<file path="src/rtl/bubble_led_driver_if.sv">
// Handshake bundle between the bubble controller side and the status LED / 7-segment driver.
// The master drives access type, page and wait strobe; the slave returns the active-low LED and display lines.
interface bubble_led_driver_if;
  logic        nwait;
  logic [2:0]  acctype;
  logic [11:0] currpage;
  logic        naccled;
  logic        nwaitled;
  logic        nreadled;
  logic        nwriteled;
  logic [7:0]  nfnd;
  logic [2:0]  nanode;

  modport master (
    output nwait, acctype, currpage,
    input  naccled, nwaitled, nreadled, nwriteled, nfnd, nanode
  );

  modport slave (
    input  nwait, acctype, currpage,
    output naccled, nwaitled, nreadled, nwriteled, nfnd, nanode
  );
endinterface

</file>
<file path="src/rtl/bubble_led_driver.sv">
// Status LEDs with tick-based stretch plus a 3-digit multiplexed display of the current bubble page.
// Define BUBBLE_LED_DECIMAL_EN to show the page in decimal via a sequential double-dabble converter.
module bubble_led_driver #(
  parameter int TICK_DIV   = 48000,
  parameter int SCAN_TICKS = 1,
  parameter int HOLD_TICKS = 50
) (
  input logic clk,
  input logic rst,
  bubble_led_driver_if.slave bus
);

  localparam int PW = (TICK_DIV > 1) ? $clog2(TICK_DIV) : 1;
  localparam int SW = (SCAN_TICKS > 1) ? $clog2(SCAN_TICKS) : 1;
  localparam int HW = (HOLD_TICKS > 0) ? $clog2(HOLD_TICKS + 1) : 1;

  logic [PW-1:0] presc;
  logic [SW-1:0] scan;
  logic [1:0]    idx;
  logic [HW-1:0] rd_cnt, wr_cnt;
  logic          nwait_q;
  logic [11:0]   disp;
  logic [2:0]    nanode_q;
  logic [7:0]    nfnd_q;

  logic          tick, scan_wrap, frame_wrap;
  logic          read_act, write_act;
  logic          rd_led_n, wr_led_n, acc_n;
  logic [3:0]    nib;
  logic [2:0]    anode_sel;
  logic [6:0]    seg_body;
  logic          dp_sel;

  function automatic logic [6:0] seg7(input logic [3:0] v);
    case (v)
      4'h0: seg7 = 7'b0000001;
      4'h1: seg7 = 7'b1001111;
      4'h2: seg7 = 7'b0010010;
      4'h3: seg7 = 7'b0000110;
      4'h4: seg7 = 7'b1001100;
      4'h5: seg7 = 7'b0100100;
      4'h6: seg7 = 7'b0100000;
      4'h7: seg7 = 7'b0001111;
      4'h8: seg7 = 7'b0000000;
      4'h9: seg7 = 7'b0000100;
      4'hA: seg7 = 7'b0001000;
      4'hB: seg7 = 7'b1100000;
      4'hC: seg7 = 7'b0110001;
      4'hD: seg7 = 7'b1000010;
      4'hE: seg7 = 7'b0110000;
      default: seg7 = 7'b0111000;
    endcase
  endfunction

  assign tick       = (presc == PW'(TICK_DIV - 1));
  assign scan_wrap  = tick && (scan == SW'(SCAN_TICKS - 1));
  assign frame_wrap = scan_wrap && (idx == 2'd2);

  always_ff @(posedge clk or posedge rst) begin
    if (rst) begin
      presc <= '0;
      scan  <= '0;
      idx   <= 2'd0;
    end else begin
      presc <= tick ? '0 : presc + 1'b1;
      if (scan_wrap) begin
        scan <= '0;
        idx  <= (idx == 2'd2) ? 2'd0 : idx + 2'd1;
      end else if (tick) begin
        scan <= scan + 1'b1;
      end
    end
  end

  // 3'b011 is decoded as a page read, so everything non-idle except 010 lights the read LED.
  assign read_act  = !bus.acctype[2] && (bus.acctype[1:0] != 2'b10);
  assign write_act = (bus.acctype == 3'b010);

  always_ff @(posedge clk or posedge rst) begin
    if (rst) begin
      rd_cnt  <= '0;
      wr_cnt  <= '0;
      nwait_q <= 1'b1;
    end else begin
      nwait_q <= bus.nwait;
      if (read_act)                    rd_cnt <= HW'(HOLD_TICKS);
      else if (tick && rd_cnt != '0)   rd_cnt <= rd_cnt - 1'b1;
      if (write_act)                   wr_cnt <= HW'(HOLD_TICKS);
      else if (tick && wr_cnt != '0)   wr_cnt <= wr_cnt - 1'b1;
    end
  end

  assign rd_led_n      = (rd_cnt == '0);
  assign wr_led_n      = (wr_cnt == '0);
  assign acc_n         = rd_led_n & wr_led_n;
  assign bus.nreadled  = rd_led_n;
  assign bus.nwriteled = wr_led_n;
  assign bus.naccled   = acc_n;
  assign bus.nwaitled  = nwait_q;

`ifdef BUBBLE_LED_DECIMAL_EN
  typedef enum logic {CV_IDLE, CV_SHIFT} cv_state_t;

  cv_state_t   cv_state, cv_next;
  logic [11:0] sr, bcd, bcd_next;
  logic [3:0]  cv_cnt;
  logic        shift_en, load_disp;

  function automatic logic [11:0] dd_adj(input logic [11:0] b);
    logic [11:0] r;
    r = b;
    for (int i = 0; i < 3; i++) begin
      if (r[4*i +: 4] >= 4'd5) r[4*i +: 4] = r[4*i +: 4] + 4'd3;
    end
    return r;
  endfunction

  always_ff @(posedge clk or posedge rst) begin
    if (rst) cv_state <= CV_IDLE;
    else     cv_state <= cv_next;
  end

  // A fresh capture always restarts the conversion, even mid-shift.
  always_comb begin
    cv_next = cv_state;
    if (frame_wrap)
      cv_next = CV_SHIFT;
    else if (cv_state == CV_SHIFT && cv_cnt == 4'd11)
      cv_next = CV_IDLE;
  end

  always_comb begin
    shift_en  = (cv_state == CV_SHIFT);
    load_disp = (cv_state == CV_SHIFT) && (cv_cnt == 4'd11);
  end

  assign bcd_next = {dd_adj(bcd)[10:0], sr[11]};

  always_ff @(posedge clk or posedge rst) begin
    if (rst) begin
      sr     <= '0;
      bcd    <= '0;
      cv_cnt <= '0;
    end else if (frame_wrap) begin
      sr     <= (bus.currpage > 12'd999) ? 12'd999 : bus.currpage;
      bcd    <= '0;
      cv_cnt <= '0;
    end else if (shift_en) begin
      sr     <= {sr[10:0], 1'b0};
      bcd    <= bcd_next;
      cv_cnt <= cv_cnt + 4'd1;
    end
  end

  always_ff @(posedge clk or posedge rst) begin
    if (rst)            disp <= '0;
    else if (load_disp) disp <= bcd_next;
  end
`else
  // Capturing only at the 2->0 wrap keeps a whole frame consistent.
  always_ff @(posedge clk or posedge rst) begin
    if (rst)             disp <= '0;
    else if (frame_wrap) disp <= bus.currpage;
  end
`endif

  always_comb begin
    nib       = disp[3:0];
    anode_sel = 3'b110;
    case (idx)
      2'd1: begin
        nib       = disp[7:4];
        anode_sel = 3'b101;
      end
      2'd2: begin
        nib       = disp[11:8];
        anode_sel = 3'b011;
      end
      default: ;
    endcase
  end

  assign seg_body = nwait_q ? seg7(nib) : 7'b1111110;
  assign dp_sel   = ~((idx == 2'd0) & ~acc_n);

  // Anode and segments load on the same edge, so a digit never shows its neighbour's pattern.
  always_ff @(posedge clk or posedge rst) begin
    if (rst) begin
      nanode_q <= 3'b111;
      nfnd_q   <= 8'hFF;
    end else if (scan_wrap) begin
      nanode_q <= anode_sel;
      nfnd_q   <= {seg_body, dp_sel};
    end
  end

  assign bus.nanode = nanode_q;
  assign bus.nfnd   = nfnd_q;

endmodule

</file>
<file path="src/flat_wrapper.sv">
// flat-port wrapper written by rule: the top's interface ports become plain ports
module bubble_led_driver_flat 
#(
  parameter int TICK_DIV   = 48000,
  parameter int SCAN_TICKS = 1,
  parameter int HOLD_TICKS = 50
)
  (clk, rst, bus_nwait, bus_acctype, bus_currpage, bus_naccled, bus_nwaitled, bus_nreadled, bus_nwriteled, bus_nfnd, bus_nanode);
  bubble_led_driver_if bus_i ();
  input logic clk;
  input logic rst;
  input wire logic [$bits(bus_i.nwait)-1:0] bus_nwait;
  input wire logic [$bits(bus_i.acctype)-1:0] bus_acctype;
  input wire logic [$bits(bus_i.currpage)-1:0] bus_currpage;
  output wire logic [$bits(bus_i.naccled)-1:0] bus_naccled;
  output wire logic [$bits(bus_i.nwaitled)-1:0] bus_nwaitled;
  output wire logic [$bits(bus_i.nreadled)-1:0] bus_nreadled;
  output wire logic [$bits(bus_i.nwriteled)-1:0] bus_nwriteled;
  output wire logic [$bits(bus_i.nfnd)-1:0] bus_nfnd;
  output wire logic [$bits(bus_i.nanode)-1:0] bus_nanode;
  assign bus_i.nwait = bus_nwait;
  assign bus_i.acctype = bus_acctype;
  assign bus_i.currpage = bus_currpage;
  assign bus_naccled = bus_i.naccled;
  assign bus_nwaitled = bus_i.nwaitled;
  assign bus_nreadled = bus_i.nreadled;
  assign bus_nwriteled = bus_i.nwriteled;
  assign bus_nfnd = bus_i.nfnd;
  assign bus_nanode = bus_i.nanode;
  bubble_led_driver #(.TICK_DIV(TICK_DIV), .SCAN_TICKS(SCAN_TICKS), .HOLD_TICKS(HOLD_TICKS)) u_core (.clk(clk), .rst(rst), .bus(bus_i));
endmodule
</file>
<file path="config.mk">
export PLATFORM = sky130hd
export DESIGN_NAME = bubble_led_driver_flat
export DESIGN_NICKNAME = d
export VERILOG_FILES = /design/src/rtl/bubble_led_driver_if.sv /design/src/rtl/bubble_led_driver.sv /design/src/flat_wrapper.sv
export SDC_FILE = /design/constraint.sdc
export NUM_CORES = 1
export LEC_CHECK = 0
export BUFFER_PORTS_ARGS = -buffer_cell sky130_fd_sc_hd__buf_2
export CAP_MARGIN = 10
export CORE_MARGIN = 1.5
export CORE_UTILIZATION = 58
export DETAILED_ROUTE_END_ITERATION = 8
export PLACE_DENSITY = 0.79
export SETUP_SLACK_MARGIN = 0.15
export SYNTH_ARGS = -nofsm -noshare
export SYNTH_HDL_FRONTEND = slang
export SYNTH_SLANG_ARGS = --single-unit
</file>
<file path="constraint.sdc">
create_clock -name clk -period 3.4 [get_ports clk]
set_input_delay 0.51 -clock clk [delete_from_list [all_inputs] [get_ports clk]]
set_output_delay 0.51 -clock clk [all_outputs]
set_load 0.005 [all_outputs]
</file>
# Word-level counts from Yosys, hierarchy flattened
# Memories as Yosys holds them, arrays and structs flattened.
# Index checks and enable logic that the tools add are counted.
# W data, S select, Z words.
[classes] add_sub_neg=5 eq_ne=5 n_mux=11 bitwise_logic=5 n_reduce_logical=14
[op_table] operator="$mux W6" count=4
[op_table] operator="$add A16 B1 Y16 const B" count=1
[op_table] operator="$eq A16 B16 Y1 const B" count=1
[op_table] operator="$mux W16" count=1
[op_table] operator="$logic_not A6 Y1" count=2
[op_table] operator="$reduce_bool A6 Y1" count=2
[op_table] operator="$sub A6 B1 Y6 const B" count=2
[op_table] operator="$pmux W4 S2" count=1
[op_table] operator="$mux W7" count=1
[op_table] operator="$pmux W3 S2" count=1
[op_table] operator="$reduce_bool A2 Y1" count=3
[op_table] operator="$logic_and A1 B1 Y1" count=5
[op_table] operator="$eq A3 B2 Y1 const B" count=1
[op_table] operator="$not A1 Y1" count=3
[op_table] operator="$add A2 B1 Y2 const B" count=1
[op_table] operator="$and A1 B1 Y1" count=2
[op_table] operator="$eq A2 B1 Y1 const B" count=1
[op_table] operator="$eq A2 B2 Y1 const B" count=1
[op_table] operator="$logic_not A2 Y1" count=1
[op_table] operator="$mux W1" count=2
[op_table] operator="$mux W2" count=1
[op_table] operator="$ne A2 B2 Y1 const B" count=1
[op_table] operator="$add A1 B1 Y1 const B" count=1
[op_table] operator="$logic_not A1 Y1" count=1
[totals] register_bits=55 romBits=112 out_inout_bits=15 word_cells=50 n_memories=1
[memory_table] memory="(name not given)" depth=16 width=7 rd=1 rd_ports_with_merged_regs=0 wr=0 line_no="bubble_led_driver.sv:35" source="case (v)"

# Depth between registers and ports, before layout
# Gate-level depths: netlist of run 1.
[logic_depth] depth_word=5 depth_mapped=11 depth_no_buf=10

# Least setup slack after synthesis of run 1
# No wires, ideal clock.
[synth_timing] kind="register -> register" from="register u_core.idx[0]" to="register u_core.nfnd_q[3] (netlist: u_core.bus.nfnd[3])" t_arrival_ns=2.293 required_time_ns=3.317 path_slack_ns=1.023 path_stages_with_launch=10 period_less_slack_ns=2.377 path_cell_list="dfrtp_1 -> inv_1 -> ha_1 -> clkbuf_1 -> mux2i_1 -> inv_1 -> ha_1 -> nand2_1 -> a21oi_1 -> o32a_1"
[synth_between] elab_chain_cells=4
[synth_lines] element="start, declared" line_no="bubble_led_driver.sv:19" source="logic [1:0] idx;"
[synth_lines] element="start signal, assigned" line_no="bubble_led_driver.sv:68" source="idx <= (idx == 2'd2) ? 2'd0 : idx + 2'd1;"
[synth_lines] element="$eq A2 B2 Y1 or $eq A2 B1 Y1 (tied branches)" line_no="bubble_led_driver.sv:170" source="case (idx)"
[synth_lines] element="$pmux W4 S2 *" line_no="bubble_led_driver.sv:170"
[synth_lines] element="$mem_v2 Z16 W7 *"
[synth_lines] element="$mux W7 *" line_no="bubble_led_driver.sv:183" source="assign seg_body = nwait_q ? seg7(nib) : 7'b1111110;"
[synth_lines] element="end signal, assigned" line_no="bubble_led_driver.sv:193" source="nfnd_q <= {seg_body, dp_sel};"
[synth_lines] element="end, declared" line_no="bubble_led_driver.sv:24" source="logic [7:0] nfnd_q;"
# Every way passes the cells marked *; elsewhere a longest branch is shown, timed or not.
# A chain may end at the register's enable or synchronous reset.

# Worst setup path in the final report of run 1
# Ends and elaborated chain as after synthesis.

==> impl_metrics.ini, run 1 <==
[outcome]
status = complete, no violations

[placed_design]
dp_hpwl_mm = 3.84
place.gp.congestion = 0.891
dpl_cell_area_um2 = 3150
port_buffers = 32
placed_cells = 369
place_worst_setup_slack_ns = 0.722

[timing]
period_minus_slack_ns = 2.79
rsz0062_at_grt = no
fmax_mhz = 359
fin_ws_ns = 0.613
setup-violations-final = 0
final.period_utilization_pct = 82.0
final-hold-violation-count = 0
tns_ns = 0
slew_viol_final = 0
fin_skew_ns = 0.00844
maxSlewHeadroom_pct = 54.3
tightest_slew_ns = 0.679

[cells_and_area]
final_layout_size_suffix_gt1_share_pct = 25.2
nNetsFinal = 344
syn2layout_area_growth_pct = 11.9
mostFrequentLayoutCells = 43 x dfrtp_1, 32 x buf_2, 28 x nor2_1
stdcell_area_um2 = 3270
mostFrequentLayoutCell = dfrtp_1
multiInputGateArea_um2 = 1420
nFillCells = 400
regArea_um2 = 1390
antenna_cells = 0
finalNonFillerCells = 377

[grt]
grt_max_degree = 33
grt_use_met2_pct = 33.2
antenna_found_initial = 0
use_met1_pct = 31.2
top_usage_layer = met2
grtUsageMet3_pct = 4.07
grt_pass1_vias = 1962
grt_overflow_total = 0
grt_pass1_wl_mm = 9.01
track_usage_pct = 21.6

[route]
first_pass_iters = 4
ant_nets = 0
drc = 0
drt_iter0_markers = 116
num_vias = 2058
routed_wirelength_mm = 5.47
drt-wirelength-per-cell_um = 14.5
via_per_inst = 5.46

[clock_network]
max-clock-path-buffers = 2
cts_max_level = 2
clk_latency_ns = 0.31
cts.sinks = 55
cts_buffers = 5
clkSlewWorstSetupHoldPaths_ns = 0.10
clockRootBuffer = clkbuf_8
cts_setup_buffers = 0
cts_resized = 0
hold_buffers = 0
cts_tree = built

[setup_path]
cp_cell_sequence = inv_1 -> ha_1 -> mux2i_1 -> inv_1 -> ha_1 -> nand2_1 -> a21oi_1 -> o32a_1
reg2reg_from = u_core.idx[0]
crit_arrival_ns = 3.03
required_ns = 3.65
critPathCaptureType = flop
cpPeakStageDelay_ns = 0.62
critPathKind = reg -> reg
start_kind = flop
critical_path_buf_inv_count = 2
cpMaxStageDelayCell = mux2i_1
critPathMaxFanout = 12
worstReg2RegEnd = u_core.bus.nfnd[3]
r2r_slack_ns = 0.61
cpLargestDelayFamily = adder cells
reg2regPathDepth = 8

[power_and_ir_drop]
p_switching_uw = 261
p_leak_nw = 1.50
p_comb_share_pct = 5.9
vdd_drop_max_mv = 0.245
pwr_density_cell_nw_per_um2 = 365
pwr-share-clk_pct = 37.9
intPower_uw = 930
totalPowerFinal_mw = 1.19
swShare_pct = 21.9
p_seq_share_pct = 56.3

[logic_synthesis]
yosysWarnings = 0
async_reset_ff_share_pct = 100
synth_fp_nets = 309
synth_area_per_cell_um2 = 10.7
synth_edf_count = 0
yosysUniqueCellTypes = 46
postSynthCellCount = 274
yosys_most_used_dff = dfrtp_1
ys_seq_elements = 55
synth_area_um2 = 2920
synth-seq-area-share_pct = 47.6

[hold_path]
hp-class = in -> async

[floorplanning]
die_h_um = 74.0
die_x_um = 74.0
core_um2 = 4790
initial_core_util_pct = 61.0
fp.dieArea_um2 = 5470
rows = 25
ios = 33

[flow_run]
drv_cap = 0
worst reg2reg max path, cell delays in order, from the launching register on:
cell and delay [ns]:
dfrtp_1 0.41, inv_1 0.10, ha_1 0.54, mux2i_1 0.62, inv_1 0.20, ha_1 0.34, nand2_1 0.09, a21oi_1 0.07
o32a_1 0.35
registers in the layout, summed over array words and instances (netlist names):
signal               flops
u_core.disp             12
u_core.scan              1
u_core.presc            16
u_core.wr_cnt            6
u_core.bus.nanode        3
u_core.bus.nfnd          8
u_core.idx               2
u_core.bus.nwaitled      1
u_core.rd_cnt            6
synthesized netlist by cell type (3+ instances only):
library cell  number  share of area, %
dfrtp_1           43                37
nor2_1            28               3.6
inv_1             18               2.3
ha_1              17               7.3
nand2_1           17               2.2
xor2_1            15               4.5
mux2_2            13               5.0
dfstp_2           12                11
o21ai_0           10               1.7
nand4_1            9               1.9
mux2i_1            8               2.7
nor3_1             8               1.4
xnor2_1            8               2.4
nand3_1            7               1.2
a21oi_1            5              0.86
a22oi_1            4               1.0
a211oi_1           3              0.77
clkbuf_1           3              0.39
nand2b_1           3              0.64
nand3b_1           3              0.77
nor2b_1            3              0.64
o211ai_1           3              0.77
o32a_1             3               1.0
or3_1              3              0.64
through the flow:
| stage | hold WS (ns) | util, % |
|---|---|---|
| 2_1_floorplan | 0.454 | - |
| 3_3_place_gp | 0.448 | 65.8 |
| 3_5_place_dp | 0.454 | 65.8 |
| 4_1_cts | 0.294 | 68.3 |
| 5_1_grt | 0.286 | 68.3 |
| 6_report | 0.288 | 68.3 |
power groups by stage:
stage                     logic, mW  clock network, mW  registers (mW)
after CTS                    0.0705              0.458           0.670
final                        0.0698              0.451           0.670
after detailed placement     0.0700                  0           0.682
after global placement       0.0678                  0           0.682
after global routing         0.0789              0.484           0.672
after floorplan              0.0463                  0           0.681
how the worst max path moves through the flow:
stage                        startpoint                 end  slack (ns)  cells after the start
final                     u_core.idx[0]  u_core.bus.nfnd[3]        0.61                      8
after detailed placement  u_core.idx[0]  u_core.bus.nfnd[2]        0.72                      8
after floorplan           u_core.idx[0]  u_core.bus.nfnd[3]        1.02                      9
after global placement    u_core.idx[0]  u_core.bus.nfnd[3]        0.82                      8
after CTS                 u_core.idx[0]  u_core.bus.nfnd[2]        0.69                      8
after global routing      u_core.idx[0]  u_core.bus.nfnd[6]        0.40                      7
metal layers:
| layer | vias to the layer above | wire length (um) |
|---|---|---|
| li1 | 1018 | - |
| met5 | - | 0 |
| met1 | 989 | 2720 |
| met3 | 7 | 178 |
| met2 | 44 | 2490 |
| met4 | 0 | 81 |
kinds of logic after synthesis:
family | after synthesis | synth area share, %
xor+xnor | 23 | 6.90
compound gates | 39 | 9.08
fa+ha+maj | 17 | 7.28
simple gates | 93 | 17.0
buf+inv | 25 | 3.81
flops | 55 | 47.6
mux | 22 | 8.27
final cells by class:
class,count,area share [%]
multi-input cells,194,43.6
repair buffers,35,5.59
flip-flops and latches,55,42.6
clock buffers,6,2.53
clock inverters,2,1.07
well taps,67,2.57
inverters,18,2.07
Note: power is estimated with default switching activity, not from simulation.
==> run 2: changes to the inputs <==
ABC_AREA = 1   (was default)
CORE_UTILIZATION = 53   (was 58)
PLACE_DENSITY = 0.76   (was 0.79)
clock period = 2.5 ns   (was 3.4 ns; I/O delays follow)
==> run 2 against run 1 <==
Net effect:
- setup slack got worse by 0.31 ns
- power rose by 26%
- maximum frequency rose by 27%
- clock power rose by 17%
- hold slack got worse by 0.19 ns
- critical path depth rose by 4
- count of clock-buffer cells in the layout did not move
- core utilization fell by 6.6 points
- non-clock buffer count fell by 2
- synthesized cell count rose by 44%
- via count rose by 24%
==> impl_metrics.ini, run 2 <==
[cells_and_area]
mostFrequentLayoutCells = 125 x nand2_1, 50 x nand3_1, 47 x inv_1
antenna_cells = 0
multiInputGateArea_um2 = 1480
largest_register_ffs = 16
regMostFlops = u_core.presc
utilization_pct = 61.6
nNetsFinal = 466
syn2layout_area_growth_pct = 11.0
mostFrequentLayoutCell = nand2_1
regArea_um2 = 1390
nFillCells = 506
final_layout_size_suffix_gt1_share_pct = 16.4

[floorplanning]
rows = 27
core_um2 = 5570
fp.dieArea_um2 = 6310
die_x_um = 79.4
ios = 33
die_h_um = 79.4
initial_core_util_pct = 55.5

[timing]
fmax_mhz = 456
maxSlewHeadroom_pct = 62.9
tightest_slew_ns = 0.556
rsz0062_at_grt = yes
final-hold-violation-count = 0
setup-violations-final = 0
final.period_utilization_pct = 87.7
fin_ws_ns = 0.307
fin_skew_ns = 0.0103
tns_ns = 0
slew_viol_final = 0
period_minus_slack_ns = 2.19

[setup_path]
reg2regPathDepth = 12
r2r_slack_ns = 0.31
cp_common_cell = inv_1
worstReg2RegEnd = u_core.bus.nfnd[5]
critPathCaptureType = flop
cpPeakStageDelay_ns = 0.41
crit_arrival_ns = 2.44
cpMaxStageDelayCell = dfrtp_1
critPathMaxFanout = 6
reg2reg_from = u_core.idx[0]
critPathKind = reg -> reg
start_kind = flop
cp_cell_sequence = inv_1 -> ha_1 -> inv_1 -> nand2_1 -> nand2_2 -> inv_1 -> ha_1 -> inv_1 -> nand3_1 -> o211ai_1 -> nand2_1 -> nand2_1
required_ns = 2.75

[logic_synthesis]
yosysUniqueCellTypes = 27
async_reset_ff_share_pct = 100
synth.most_common_cell = nand2_1
netlist_top_cells_area = dfrtp_1 35%, nand2_1 15%, dfstp_2 10%, nand3_1 8.1%, ha_1 6.9%
synth_top_area_cell = dfrtp_1
ys_seq_elements = 55
yosys_most_used_dff = dfrtp_1
synth_area_per_cell_um2 = 7.84
synth_edf_count = 0
postSynthCellCount = 395
synth-seq-area-share_pct = 44.9
yosys-top-cells-count = 126 x nand2_1, 50 x nand3_1, 48 x inv_1
yosysWarnings = 0
synth.top_cell.area_share_pct = 34.8
synth_area_um2 = 3100
synth_fp_nets = 430

[route]
first_pass_iters = 4
drt_iter0_markers = 114
num_vias = 2547
ant_nets = 0
drt-wirelength-per-cell_um = 11.8
drc = 0
routed_wirelength_mm = 5.96
via_per_inst = 5.05

[clock_network]
cts_buffers = 5
hold_buffers = 0
cts_max_level = 2
cts.sinks = 55
clockRootBuffer = clkbuf_8
cts_tree = built
max-clock-path-buffers = 2
clkSlewWorstSetupHoldPaths_ns = 0.10
clk_latency_ns = 0.31

[placed_design]
place.gp.congestion = 0.896
port_buffers = 32
place_worst_setup_slack_ns = 0.172
dp_hpwl_mm = 4.45

[power_and_ir_drop]
p_leak_nw = 1.75
pwr_density_cell_nw_per_um2 = 436
vdd_drop_max_mv = 0.281

[outcome]
status = complete, no violations

[grt]
grt_max_degree = 31
grt_pass1_wl_mm = 10.4
grt_overflow_total = 0
antenna_found_initial = 0
grt_pass1_vias = 2469
track_usage_pct = 20.5

[flow_run]
drv_cap = 0

[hold_path]
hp-class = in -> async
-- run 2: cell count changes after synthesis, sizes merged, moves of 6 or more --
cell   before  now
nand2      19  130
nand3       7   51
inv        18   51
mux2       14    0
mux2i       8    0
nor2       28   34
xnor2       8    2
-- run 2: metrics by stage --
step                      cell area [um2]  hold WS, ns  std cells  total power, mW
after detailed placement             3330        0.456        496            0.993
final                                3440        0.101        504             1.50
after global routing                 3440        0.147        504             1.55
after CTS                            3430        0.129        504             1.51
after global placement               3330        0.447        496            0.990
after floorplan                      3100        0.379        395            0.963
-- run 2: power breakdown --
group | switching [mW] | internal [mW]
registers | 0.00775 | 0.900
clock network | 0.299 | 0.227
logic | 0.0407 | 0.0256
-- run 2: worst max-delay path by stage --
stage / slack, ns / endpoint / depth (start not counted) / startpoint
5_1_grt: 0.13 / u_core.bus.nfnd[5] / 12 / u_core.idx[0]
3_3_place_gp: 0.34 / u_core.bus.nfnd[2] / 12 / u_core.idx[0]
2_1_floorplan: 0.50 / u_core.bus.nfnd[2] / 12 / u_core.idx[0]
6_report: 0.31 / u_core.bus.nfnd[5] / 12 / u_core.idx[0]
4_1_cts: 0.29 / u_core.bus.nfnd[5] / 12 / u_core.idx[0]
3_5_place_dp: 0.17 / u_core.bus.nfnd[2] / 12 / u_core.idx[0]
-- run 2: cell type report --
class / instances / share of cell area, %
Tap cell: 72 / 2.62
Clock inverter: 2 / 0.473
Sequential cell: 55 / 40.5
Timing Repair Buffer: 33 / 5.24
Inverter: 53 / 5.79
Clock buffer: 6 / 2.40
Multi-Input combinational cell: 283 / 43.0
-- run 2: worst max-delay path, delay by kind of cell (launching register included) --
family / cells / cell delay [ns]
adder cells (fa/ha/maj): 2 / 0.62
AND/OR/NAND/NOR: 5 / 0.47
buffers and inverters: 4 / 0.44
flip-flops: 1 / 0.41
AO/OA/AOI/OAI: 1 / 0.21
-- run 2: timing repair --
action	CTS	global route
setup endpoints to repair	1	5
buffers inserted	0	0
gates resized for setup	1	2
-- run 2: layer usage --
layer	up-vias	track usage, %	part of all wire, %
met5	-	0	0
met4	0	6.32	1.6
met3	11	3.43	3.0
met2	46	35.5	47
met1	1179	26.1	48
li1	1311	-	-
-- run 2: cells by family (layout without fill, tap and decap cells) --
| family | after synthesis | in the layout | synth area share (%) |
|---|---|---|---|
| AOI/OAI and AO/OA | 27 | 27 | 4.89 |
| xor gates and xnor gates | 12 | 12 | 3.40 |
| DFF | 55 | 55 | 44.9 |
| adders and majority gates | 17 | 17 | 6.87 |
| and+or+nand+nor | 227 | 227 | 32.3 |
| buffers and inverters | 57 | 94 | 7.56 |
